[src/rtl/mips_pkg.sv]
`default_nettype none
// ============================================================================
// Module   : mips_pkg
// Brief    : Shared types and default constants for the MIPS fetch stage.
// Revision : 1.0  initial release
// ============================================================================
package mips_pkg;

  // Fetch sequencer states
  typedef enum logic [1:0] {
    S_IDLE  = 2'd0,
    S_FETCH = 2'd1,
    S_STALL = 2'd2,
    S_HALT  = 2'd3
  } fetch_state_t;

  // Default word address loaded on reset
  localparam logic [31:0] c_RESET_PC   = 32'h0000_0000;
  // Default word address loaded on exception
  localparam logic [31:0] c_EXC_VECTOR = 32'h0000_0020;

endpackage
`default_nettype wire

[src/rtl/Incrementer_32bit.sv]
`default_nettype none
// ============================================================================
// Module   : Incrementer_32bit
// Brief    : 32-bit +1 incrementer, modular (wraps to zero, no carry out).
// Revision : 1.0  initial release
// ============================================================================
module Incrementer_32bit (
  input  logic [31:0] i_a,
  output logic [31:0] o_sum
);

  assign o_sum = i_a + 32'd1;

endmodule
`default_nettype wire

[src/rtl/pc_fetch_sequencer.sv]
`default_nettype none
// ============================================================================
// Module   : pc_fetch_sequencer
// Brief    : PC register, next-PC arbitration and instruction-memory
//            request/acknowledge handshake for the fetch stage.
// Revision : 1.0  initial release
// ============================================================================
module pc_fetch_sequencer
  import mips_pkg::*;
#(
  parameter logic [31:0] RESET_PC   = c_RESET_PC,
  parameter logic [31:0] EXC_VECTOR = c_EXC_VECTOR
) (
  input  logic        clk,
  input  logic        reset,
  output logic        imem_req,
  output logic [31:0] imem_addr,
  input  logic        imem_ack,
  input  logic        stall,
  input  logic        redirect_valid,
  input  logic [31:0] redirect_target,
  input  logic        exc,
  input  logic        halt,
  output logic        if_valid,
  output logic [31:0] if_pc,
  output logic [31:0] if_pc_plus1,
  output logic        halted
);

  fetch_state_t r_state, w_state_nxt;

  logic [31:0] r_pc, w_pc_nxt;
  logic        r_req, w_req_nxt;
  logic [31:0] r_addr, w_addr_nxt;
  logic        r_if_valid, w_if_valid_nxt;
  logic [31:0] r_if_pc, w_if_pc_nxt;
  logic [31:0] r_if_pc_plus1, w_if_pc_plus1_nxt;
  // Pending redirect: r_pend_exc marks that the held target is the exception
  // vector, so a later branch redirect must not replace it.
  logic        r_pend_valid, w_pend_valid_nxt;
  logic        r_pend_exc, w_pend_exc_nxt;
  logic [31:0] r_pend_target, w_pend_target_nxt;

  logic [31:0] w_addr_plus1;
  logic [31:0] w_fetch_tgt;

  // One incrementer serves both the sequential next-PC and the link value,
  // since both are derived from the address currently being fetched.
  Incrementer_32bit u_inc (
    .i_a   (r_addr),
    .o_sum (w_addr_plus1)
  );

  // Next PC after an acknowledged fetch: exc > pending exc > redirect > pending redirect > +1
  always_comb begin
    w_fetch_tgt = w_addr_plus1;
    if (exc)                              w_fetch_tgt = EXC_VECTOR;
    else if (r_pend_valid && r_pend_exc)  w_fetch_tgt = r_pend_target;
    else if (redirect_valid)              w_fetch_tgt = redirect_target;
    else if (r_pend_valid)                w_fetch_tgt = r_pend_target;
  end

  // Next-state and next-output decode for the sequencer
  always_comb begin
    w_state_nxt       = r_state;
    w_pc_nxt          = r_pc;
    w_req_nxt         = r_req;
    w_addr_nxt        = r_addr;
    w_if_valid_nxt    = 1'b0;
    w_if_pc_nxt       = r_if_pc;
    w_if_pc_plus1_nxt = r_if_pc_plus1;
    w_pend_valid_nxt  = r_pend_valid;
    w_pend_exc_nxt    = r_pend_exc;
    w_pend_target_nxt = r_pend_target;

    case (r_state)
      S_IDLE, S_STALL: begin
        // No request outstanding, so redirects load the PC directly
        if (exc)                 w_pc_nxt = EXC_VECTOR;
        else if (redirect_valid) w_pc_nxt = redirect_target;
        if ((r_state == S_IDLE) || !stall) begin
          w_state_nxt = S_FETCH;
          w_req_nxt   = 1'b1;
          w_addr_nxt  = w_pc_nxt;
        end
      end

      S_FETCH: begin
        if (imem_ack) begin
          w_if_pc_nxt       = r_addr;
          w_if_pc_plus1_nxt = w_addr_plus1;
          w_if_valid_nxt    = !(exc || redirect_valid || r_pend_valid);
          w_pend_valid_nxt  = 1'b0;
          w_pend_exc_nxt    = 1'b0;
          w_pc_nxt          = w_fetch_tgt;
          if (halt && !exc) begin
            w_state_nxt = S_HALT;
            w_req_nxt   = 1'b0;
          end else if (stall) begin
            w_state_nxt = S_STALL;
            w_req_nxt   = 1'b0;
          end else begin
            w_addr_nxt  = w_fetch_tgt;
          end
        end else begin
          // Request must stay stable: remember the redirect until the ack
          if (exc) begin
            w_pend_valid_nxt  = 1'b1;
            w_pend_exc_nxt    = 1'b1;
            w_pend_target_nxt = EXC_VECTOR;
          end else if (redirect_valid && !r_pend_exc) begin
            w_pend_valid_nxt  = 1'b1;
            w_pend_target_nxt = redirect_target;
          end
        end
      end

      S_HALT: begin
        w_req_nxt = 1'b0;
      end

      default: begin
        w_state_nxt = S_IDLE;
        w_req_nxt   = 1'b0;
      end
    endcase
  end

  // State, PC, handshake and delivery registers
  always_ff @(posedge clk or posedge reset) begin
    if (reset) begin
      r_state       <= S_IDLE;
      r_pc          <= RESET_PC;
      r_req         <= 1'b0;
      r_addr        <= RESET_PC;
      r_if_valid    <= 1'b0;
      r_if_pc       <= 32'd0;
      r_if_pc_plus1 <= 32'd0;
      r_pend_valid  <= 1'b0;
      r_pend_exc    <= 1'b0;
      r_pend_target <= 32'd0;
    end else begin
      r_state       <= w_state_nxt;
      r_pc          <= w_pc_nxt;
      r_req         <= w_req_nxt;
      r_addr        <= w_addr_nxt;
      r_if_valid    <= w_if_valid_nxt;
      r_if_pc       <= w_if_pc_nxt;
      r_if_pc_plus1 <= w_if_pc_plus1_nxt;
      r_pend_valid  <= w_pend_valid_nxt;
      r_pend_exc    <= w_pend_exc_nxt;
      r_pend_target <= w_pend_target_nxt;
    end
  end

  assign imem_req    = r_req;
  assign imem_addr   = r_addr;
  assign if_valid    = r_if_valid;
  assign if_pc       = r_if_pc;
  assign if_pc_plus1 = r_if_pc_plus1;
  assign halted      = (r_state == S_HALT);

endmodule
`default_nettype wire

[config.mk]
export PLATFORM = sky130hd
export DESIGN_NAME = pc_fetch_sequencer
export DESIGN_NICKNAME = d
export VERILOG_FILES = /design/src/rtl/mips_pkg.sv /design/src/rtl/Incrementer_32bit.sv /design/src/rtl/pc_fetch_sequencer.sv
export SDC_FILE = /design/constraint.sdc
export NUM_CORES = 1
export LEC_CHECK = 0
export CAP_MARGIN = 20
export CORE_MARGIN = 3
export CORE_UTILIZATION = 44
export DETAILED_ROUTE_END_ITERATION = 16
export PLACE_DENSITY = 0.67
export SYNTH_ARGS = -nofsm -noshare
export SYNTH_HDL_FRONTEND = slang
export SYNTH_SLANG_ARGS = --single-unit
[constraint.sdc]
create_clock -name clk -period 16 [get_ports clk]
set_input_delay 4 -clock clk [delete_from_list [all_inputs] [get_ports clk]]
set_output_delay 4 -clock clk [all_outputs]
set_load 0.05 [all_outputs]
==> results.cfg, run 1 <==
[floorplan]
die_x_um = 143
rows = 49
io_pins = 138
core_mm2 = 0.0183
die_area_mm2 = 0.0206
start_util = 0.455
die_h_um = 143

[layout]
drive_gt1_frac = 0.0916
finalInstanceArea_mm2 = 0.0104
nFillCells = 1606
fin_util = 0.572
n_antenna_cell = 0
final_cell_mix = 166 x dfrtp_1, 148 x nand2_1, 135 x clkdlybuf4s50_1
fin_nets = 1031
mostFrequentLayoutCell = dfrtp_1
area_growth_pct = 25.6
multi_input_area_mm2 = 0.00387
regArea_mm2 = 0.00415

[global_routing]
grt_pass1_vias = 7069
grt_use_total = 0.246
grt_max_degree = 103
antenna_found_initial = 0
grt_pass1_wl_mm = 39.3
gr-total-overflow = 0

[clock_network]
cts_tree = done
ctsRootBufferMaster = clkbuf_16
clkLatencyLatePin_ps = 430
post_cts_resized = 0
ctsHoldBuffers = 0
clk_pin_slew_ps = 60
htree_levels = 4
tritoncts.num_buffers = 17
clk_path_buf_depth = 2
clock_sinks = 166
post_cts_buffers = 0

[timing]
finalClockSkew_ps = 5.85
fmax_mhz = 157
min_period_over_period = 0.398
worstMarginPinSlew_ps = 994
final_hold_viol_count = 0
fin_crit_ps = 6360
rsz0062_at_grt = no
fin_ws_ps = 9640
timing.setup.tns_ps = 0
setup_viol = 0
holdWs_ps = 481
slew_headroom = 0.337
slew_violations = 0

[critical_path]
crit_type = primary input to flip-flop
critPathMaxStageDelay_ps = 560
crit_slowest_cell = nand2_1
crit_buf_inv = 3
cp.required_ps = 16340
cp_max_fo = 50
r2r_slack_ps = 13120
regToRegEndpoint = imem_addr[26]$_DFFE_PP0P_
r2r-start = imem_addr[0]$_DFFE_PP0P_
crit_path_start_kind = primary input
critical_path_arrival_ps = 6710
end_kind = flip-flop
cp_top_family = buffers and inverters
r2r_cells = 7
path_cells = buf_2, buf_4, clkinv_1, nand2_1, nor2_1, a221o_1, o21ai_0

[routing]
wirelength_mm = 25.1
drtPass1Iterations = 7
antenna_left = 0
wl_per_cell_um = 20.4
drt_iter0_markers = 644
routed_via_density = 5.88
drcViolationCount = 0
dr_total_vias = 7250

[pwr]
power_density_mw_per_mm2 = 220
vdd_drop_max_v = 0.000138
p_leak_nw = 4.33

[run_status]
outcome = finished clean

[place]
portBuffers = 137
hpwl_mm = 16.7
place.gp.congestion = 0.891
dp_worst_setup_slack_ps = 9310
place_area_mm2 = 0.00977

[synth]
ys_seq_area_frac = 0.500
postSynthAreaPerCell_um2 = 9.28
postSynthCellCount = 896
syn_nets = 936
yosys_most_used_dff = dfrtp_1
ys_ff_latch = 166
async_flop_share = 1.00
synth.cell_area_mm2 = 0.00832
synth_cell_type_count = 59
yosys_warnings = 0
synth_edf_count = 0

[min_path]
min_path_type = flip-flop to flip-flop
hold_path_depth = 2
min-delay-start = r_pc[17]$_DFFE_PP0P_
whs_endpoint = r_pc[17]$_DFFE_PP0P_

[run]
cap_violations = 0
power by group:
group          total (W)  switching [W]  internal, W
Combinational    0.00104       0.000686     0.000353
Sequential      0.000802       0.000196     0.000606
Clock           0.000458       0.000180     0.000279
Total            0.00230        0.00106      0.00124
per-layer routing:
| layer | vias up | wire length, µm | GRT usage |
|---|---|---|---|
| li1 | 3373 | - | - |
| met1 | 3613 | 10800 | 0.324 |
| met2 | 224 | 12400 | 0.410 |
| met3 | 40 | 1300 | 0.0496 |
| met4 | 0 | 669 | 0.0788 |
| met5 | - | 0 | 0 |
registers in the layout (all words and copies together) (netlist names):
| name | count |
|---|---|
| imem_addr | 32 |
| r_state | 2 |
| if_pc_plus1 | 32 |
| r_pend_exc | 1 |
| r_pend_valid | 1 |
| if_valid | 1 |
| imem_req | 1 |
| r_pend_target | 32 |
| if_pc | 32 |
| r_pc | 32 |
metrics by stage:
stage | cells | total power [W]
floorplan | 896 | 0.00145
global placement | 1199 | 0.00183
detailed placement | 1199 | 0.00184
CTS | 1231 | 0.00230
global route | 1233 | 0.00241
finish | 1233 | 0.00230
worst reg2reg max path: stages, from the launching register on:
cell and delay, ps:
dfrtp_1 620, ha_1 310, and2_1 220, nand2_1 310
nor4_1 670, mux2i_1 330, a21oi_1 140, o21ai_0 180
final cells by class:
| class | instances | area share |
|---|---|---|
| Clock buffer | 17 | 0.0407 |
| Clock inverter | 15 | 0.0216 |
| Tap cell | 229 | 0.0274 |
| Inverter | 8 | 0.00335 |
| Multi-Input combinational cell | 651 | 0.370 |
| Timing Repair Buffer | 147 | 0.139 |
| Sequential cell | 166 | 0.398 |
worst max-delay path by stage:
| stage | endpoint | slack, ps | cells after the start | startpoint |
|---|---|---|---|---|
| finish | imem_addr[25]$_DFFE_PP0P_ | 9640 | 7 | redirect_valid |
| global route | imem_addr[29]$_DFFE_PP0P_ | 9550 | 7 | redirect_valid |
| CTS | imem_addr[25]$_DFFE_PP0P_ | 9740 | 7 | redirect_valid |
| detailed placement | r_pc[25]$_DFFE_PP0P_ | 9310 | 7 | redirect_valid |
| global placement | imem_addr[25]$_DFFE_PP0P_ | 9430 | 7 | redirect_valid |
| floorplan | if_pc[0]$_DFFE_PP0P_ | 7510 | 1 | reset |
Yosys cell counts (all sizes together) (5+ instances only):
| master | number | area, µm² |
|---|---|---|
| o21ai | 121 | 606 |
| nand4 | 12 | 81.3 |
| clkbuf | 55 | 206 |
| mux2 | 35 | 394 |
| a31oi | 19 | 119 |
| nor2 | 54 | 203 |
| and4 | 5 | 43.8 |
| a21o | 7 | 52.6 |
| o221ai | 14 | 123 |
| nor4 | 5 | 37.5 |
| or4 | 6 | 48.8 |
| nand2 | 148 | 556 |
| mux2i | 22 | 220 |
| xnor2 | 10 | 87.6 |
| a221oi | 5 | 43.8 |
| a21oi | 46 | 230 |
| inv | 7 | 26.3 |
| nor3 | 6 | 30.0 |
| xor2 | 12 | 105 |
| a221o | 5 | 50.1 |
| o31ai | 11 | 82.6 |
| dfrtp | 166 | 4150 |
| nand2b | 40 | 250 |
| and2 | 6 | 37.5 |
| o22ai | 8 | 50.1 |
| buf | 16 | 82.6 |
| nand3 | 12 | 60.1 |
logic make-up (layout without fill, tap and decap cells):
group | Yosys count | in the layout | synth area share
DFF | 166 | 166 | 0.500
and+or+nand+nor | 307 | 307 | 0.172
buffers and inverters | 79 | 187 | 0.0384
muxes | 57 | 57 | 0.0739
xor gates and xnor gates | 22 | 22 | 0.0232
adders and majority gates | 1 | 1 | 0.00150
AOI/OAI and AO/OA | 264 | 264 | 0.191
No activity file was read; power rests on OpenSTA's default activity.
==> run 2: changes to the inputs <==
--- a/config.mk
+++ b/config.mk
@@ -9,7 +9,7 @@
 export CORE_MARGIN = 3
 export CORE_UTILIZATION = 44
 export DETAILED_ROUTE_END_ITERATION = 16
-export PLACE_DENSITY = 0.67
+export PLACE_DENSITY = 0.7
 export SYNTH_ARGS = -nofsm -noshare
 export SYNTH_HDL_FRONTEND = slang
 export SYNTH_SLANG_ARGS = --single-unit
==> constraint.sdc (replaced) <==
create_clock -name clk -period 5.4 [get_ports clk]
set_input_delay 1.35 -clock clk [delete_from_list [all_inputs] [get_ports clk]]
set_output_delay 1.35 -clock clk [all_outputs]
set_load 0.05 [all_outputs]
==> run 2 against run 1 <==
Compared with the run above: utilization decreased by 0.16 points; global-route usage grew 0.32 points; clock power grew to 2.8 times the previous value; final cell count hardly changed; highest routed layer unchanged; sequential share of layout area increased by 0.11 points; hold slack got worse by 3.6 ps; die area unchanged; sequential power increased to 3.0 times the previous value; first-iteration DRC count is 13% lower; combinational power rose to 3.0 times the previous value; via count rose by 0.48%; final area fell by 0.28%.
==> results.cfg, run 2 (same netlist as run 1, synthesis figures left out) <==
[timing]
slew_violations = 0
min_period_over_period = 0.637
setup_viol = 0
timing.setup.tns_ps = 0
finalClockSkew_ps = 11.0
rsz0062_at_grt = no
fin_crit_ps = 3440
final_hold_viol_count = 0
worstMarginPinSlew_ps = 1090
fmax_mhz = 291
slew_headroom = 0.270

[clock_network]
clk_path_buf_depth = 2
ctsHoldBuffers = 0
post_cts_resized = 0
clkLatencyLatePin_ps = 430
htree_levels = 4
post_cts_buffers = 0
cts_tree = done
ctsRootBufferMaster = clkbuf_16
clock_sinks = 166
clk_pin_slew_ps = 60
tritoncts.num_buffers = 17

[floorplan]
die_area_mm2 = 0.0206
rows = 49
die_x_um = 143
die_h_um = 143
core_mm2 = 0.0183
start_util = 0.455
io_pins = 138

[place]
place.gp.congestion = 0.869
portBuffers = 137
hpwl_mm = 17.1
place_area_mm2 = 0.00979

[critical_path]
critPathMaxStageDelay_ps = 550
cp.required_ps = 5740
crit_type = primary input to flip-flop
cp_top_family = simple AND/OR/NAND/NOR gates
critical_path_arrival_ps = 3780
cp_max_fo = 23
end_kind = flip-flop
crit_slowest_cell = nand2_1
crit_buf_inv = 2
crit_path_start_kind = primary input
path_cells = buf_2, clkinv_1, nand2_1, nor2_1, a221o_1, o21ai_0

[layout]
fin_nets = 1033
final_cell_mix = 166 x dfrtp_1, 148 x nand2_1, 135 x clkdlybuf4s50_1
mostFrequentLayoutCell = dfrtp_1
nFillCells = 1645
finalInstanceArea_mm2 = 0.0104
drive_gt1_frac = 0.0896
n_antenna_cell = 0
area_growth_pct = 25.2

[routing]
routed_via_density = 5.90
wirelength_mm = 25.4
dr_total_vias = 7285
drt_iter0_markers = 562
drcViolationCount = 0
drtPass1Iterations = 5
wl_per_cell_um = 20.6
antenna_left = 0

[pwr]
cell_internal_pwr_w = 0.00361
netSwitchingPower_w = 0.00312
p_total_w = 0.00673
power_density_mw_per_mm2 = 646
p_leak_nw = 4.31
clkPwrFrac = 0.187
pwr-share-comb = 0.459
power_frac_seq = 0.354
sw_frac_of_total = 0.464
vdd_drop_max_v = 0.000361

[run]
cap_violations = 0

[global_routing]
grt_use_total = 0.249
grt_max_degree = 79
grt_pass1_vias = 7222
antenna_found_initial = 0
grt_pass1_wl_mm = 39.8
gr-total-overflow = 0

[min_path]
min_path_type = flip-flop to flip-flop

[run_status]
outcome = finished clean
## run 2: cell count changes in the layout (fill, tap and decap cells not counted)
| cell | change |
|---|---|
| inv_6 | -5 |
| nor2_4 | -1 |
| clkinv_2 | -1 |
| nor2_2 | +1 |
| clkbuf_1 | +3 |
| clkbuf_8 | +3 |
| clkinvlp_4 | +3 |
| clkinv_4 | -2 |
| buf_12 | +1 |
| buf_4 | +1 |
| bufinv_16 | -2 |
## run 2: final timing paths
check,startpoint,to,slack (ps),depth (start not counted)
min in group asynchronous,reset,r_pend_target[29]$_DFFE_PP0P_,1460,2
max,redirect_valid,r_pc[25]$_DFFE_PP0P_,1960,6
max reg2reg,imem_addr[0]$_DFFE_PP0P_,imem_addr[26]$_DFFE_PP0P_,2450,7
max in group asynchronous,reset,if_pc[28]$_DFFE_PP0P_,2970,3
min,r_pc[19]$_DFFE_PP0P_,r_pc[19]$_DFFE_PP0P_,480,2
min reg2reg,r_pc[19]$_DFFE_PP0P_,r_pc[19]$_DFFE_PP0P_,480,2
## run 2: metrics by stage
step	setup slack, ps	cells	util	hold WS, ps
2_1_floorplan	1940	896	-	443
3_3_place_gp	1680	1202	0.536	464
3_5_place_dp	1600	1202	0.536	465
4_1_cts	2050	1233	0.569	479
5_1_grt	1840	1234	0.570	499
6_report	1960	1234	0.570	478
## run 2: tightest hold or removal path, cell delays in order, from the launching register on
cell	delay, ps
dfrtp_1	340
nand2_1	50
o31ai_1	50
## run 2: metal layers
metal | global-route usage | routed length, µm | vias to the layer above
met5 | 0 | 0 | -
met4 | 0.117 | 1050 | 0
met3 | 0.0589 | 1650 | 67
met2 | 0.417 | 12600 | 296
met1 | 0.305 | 10100 | 3552
li1 | - | - | 3370
## run 2: final cells by class
type | instances | area, µm² | share of cell area
Clock buffer | 23 | 478 | 0.0459
Timing Repair Buffer | 149 | 1480 | 0.142
Inverter | 8 | 33.8 | 0.00324
Sequential cell | 166 | 4150 | 0.399
Multi-Input combinational cell | 651 | 3860 | 0.371
Tap cell | 229 | 287 | 0.0275
Clock inverter | 8 | 123 | 0.0118
## run 2: power by group through the flow
stage	Clock [W]	Combinational (W)	Sequential (W)
floorplan	0	0.00101	0.00328
global route	0.00132	0.00330	0.00245
detailed placement	0	0.00308	0.00239
global placement	0	0.00304	0.00238
CTS	0.00127	0.00310	0.00237
finish	0.00126	0.00309	0.00238
==> run 3: changes to the inputs <==
==> constraint.sdc (replaced) <==
create_clock -name clk -period 2.8 [get_ports clk]
set_input_delay 0.7 -clock clk [delete_from_list [all_inputs] [get_ports clk]]
set_output_delay 0.7 -clock clk [all_outputs]
set_load 0.05 [all_outputs]
==> run 3 against run 2 <==
Compared with the run above: clock-buffer cell count is 1 lower; global-route usage fell by 0.21 points; combinational power is 110% higher; hold slack better by 1.8 ps; final cell count is 3.1% higher; sequential power up 82%; critical path type is now flip-flop to output port; largest power group unchanged.
==> results.cfg, run 3 (same netlist as run 1, synthesis figures left out) <==
[global_routing]
grt_pass1_wl_mm = 39.5
antenna_found_initial = 0
gr-total-overflow = 0
grt_max_degree = 67
grt_pass1_vias = 7236
grt_use_total = 0.247

[layout]
drive_gt1_frac = 0.123
fin_nets = 1071
area_growth_pct = 29.6
final_cell_mix = 166 x dfrtp_1, 148 x nand2_1, 135 x clkdlybuf4s50_1
finalInstanceArea_mm2 = 0.0108
mostFrequentLayoutCell = dfrtp_1
fin_util = 0.590
n_antenna_cell = 0

[critical_path]
cp.depth = 3
path_cells = inv_2, nor2_1, clkdlybuf4s50_1
cp-endpoint = halted
end_kind = output port
r2r_slack_ps = 220
cp_max_fo = 9
r2r_cells = 6
crit_buf_inv = 2
critPathMaxStageDelay_ps = 810
startpoint = r_state[0]$_DFFE_PP0P_
r2r-start = imem_addr[2]$_DFFE_PP0P_
cp_top_family = buffers and inverters
critical_path_arrival_ps = 1980
crit_path_start_kind = flip-flop
crit_type = flip-flop to output port
crit_slowest_cell = clkdlybuf4s50_1
cp.required_ps = 2100
regToRegEndpoint = r_pc[20]$_DFFE_PP0P_

[place]
dp_worst_setup_slack_ps = 298
hpwl_mm = 17.9
portBuffers = 137
place_area_mm2 = 0.0101
place.gp.congestion = 0.872

[timing]
fin_ws_ps = 121
worstMarginPinSlew_ps = 556
rsz0062_at_grt = no
slew_violations = 0
slew_headroom = 0.625
final_hold_viol_count = 0
finalClockSkew_ps = 9.49
min_period_over_period = 0.957
fin_crit_ps = 2680
fmax_mhz = 373
setup_viol = 0
holdWs_ps = 480

[routing]
drt_iter0_markers = 517
wl_per_cell_um = 19.9
antenna_left = 0
routed_via_density = 5.79
wirelength_mm = 25.3
dr_total_vias = 7367
drcViolationCount = 0
drtPass1Iterations = 5

[pwr]
netSwitchingPower_w = 0.00603
pwr-share-comb = 0.482
clkPwrFrac = 0.193
vdd_drop_max_v = 0.000738
power_frac_seq = 0.325
power_density_mw_per_mm2 = 1240
sw_frac_of_total = 0.451
cell_internal_pwr_w = 0.00733
p_leak_nw = 4.53

[floorplan]
core_mm2 = 0.0183
start_util = 0.455
rows = 49
die_area_mm2 = 0.0206
die_h_um = 143
die_x_um = 143
io_pins = 138

[clock_network]
cts_tree = done
htree_levels = 4
ctsHoldBuffers = 0
ctsRootBufferMaster = clkbuf_16
post_cts_buffers = 0
post_cts_resized = 0
clkLatencyLatePin_ps = 430
clock_sinks = 166
clk_pin_slew_ps = 60
clk_path_buf_depth = 2
tritoncts.num_buffers = 17

[run]
cap_violations = 0

[run_status]
outcome = finished clean

[min_path]
min_path_type = flip-flop to flip-flop
-- run 3: worst min-delay path, stage by stage, from the launching register on --
cell     delay [ps]
dfrtp_1         340
nand2_1          40
o21ai_0          60
-- run 3: worst min-delay path by stage --
| stage | start | end | depth (start not counted) |
|---|---|---|---|
| 2_1_floorplan | r_pc[17]$_DFFE_PP0P_ | r_pc[17]$_DFFE_PP0P_ | 2 |
| 3_3_place_gp | r_pc[17]$_DFFE_PP0P_ | r_pc[17]$_DFFE_PP0P_ | 2 |
| 3_5_place_dp | r_pc[19]$_DFFE_PP0P_ | r_pc[19]$_DFFE_PP0P_ | 2 |
| 4_1_cts | r_pc[19]$_DFFE_PP0P_ | r_pc[19]$_DFFE_PP0P_ | 2 |
| 5_1_grt | r_pc[23]$_DFFE_PP0P_ | r_pc[23]$_DFFE_PP0P_ | 2 |
| 6_report | r_pc[8]$_DFFE_PP0P_ | r_pc[8]$_DFFE_PP0P_ | 2 |
-- run 3: cell type report --
type	count	area, µm²
repair buffers	187	1800
well taps	229	287
flip-flops and latches	166	4150
clock inverters	9	174
inverters	8	33.8
clock buffers	22	464
fillers	1627	7490
multi-input cells	651	3860
-- run 3: metal layers --
metal  GRT usage  wire [µm]  vias to the layer above
met5           0          0                        -
met4      0.0912        898                        0
met3      0.0526       1380                       58
met2       0.429      12700                      252
met1       0.304      10300                     3598
li1            -          -                     3459
-- run 3: power groups by stage --
| stage | clock network [W] | logic (W) | registers [W] |
|---|---|---|---|
| floorplan | 0 | 0.00194 | 0.00634 |
| global placement | 0 | 0.00635 | 0.00434 |
| detailed placement | 0 | 0.00643 | 0.00436 |
| CTS | 0.00260 | 0.00646 | 0.00433 |
| global route | 0.00269 | 0.00687 | 0.00448 |
| finish | 0.00258 | 0.00644 | 0.00434 |
-- run 3: per-stage QoR --
| step | std cells | TNS (ps) | power (W) |
|---|---|---|---|
| after CTS | 1272 | 0 | 0.0134 |
| final | 1272 | 0 | 0.0134 |
| after global routing | 1272 | 0 | 0.0140 |
| after floorplan | 896 | -2120 | 0.00828 |
| after global placement | 1241 | 0 | 0.0107 |
| after detailed placement | 1241 | 0 | 0.0108 |
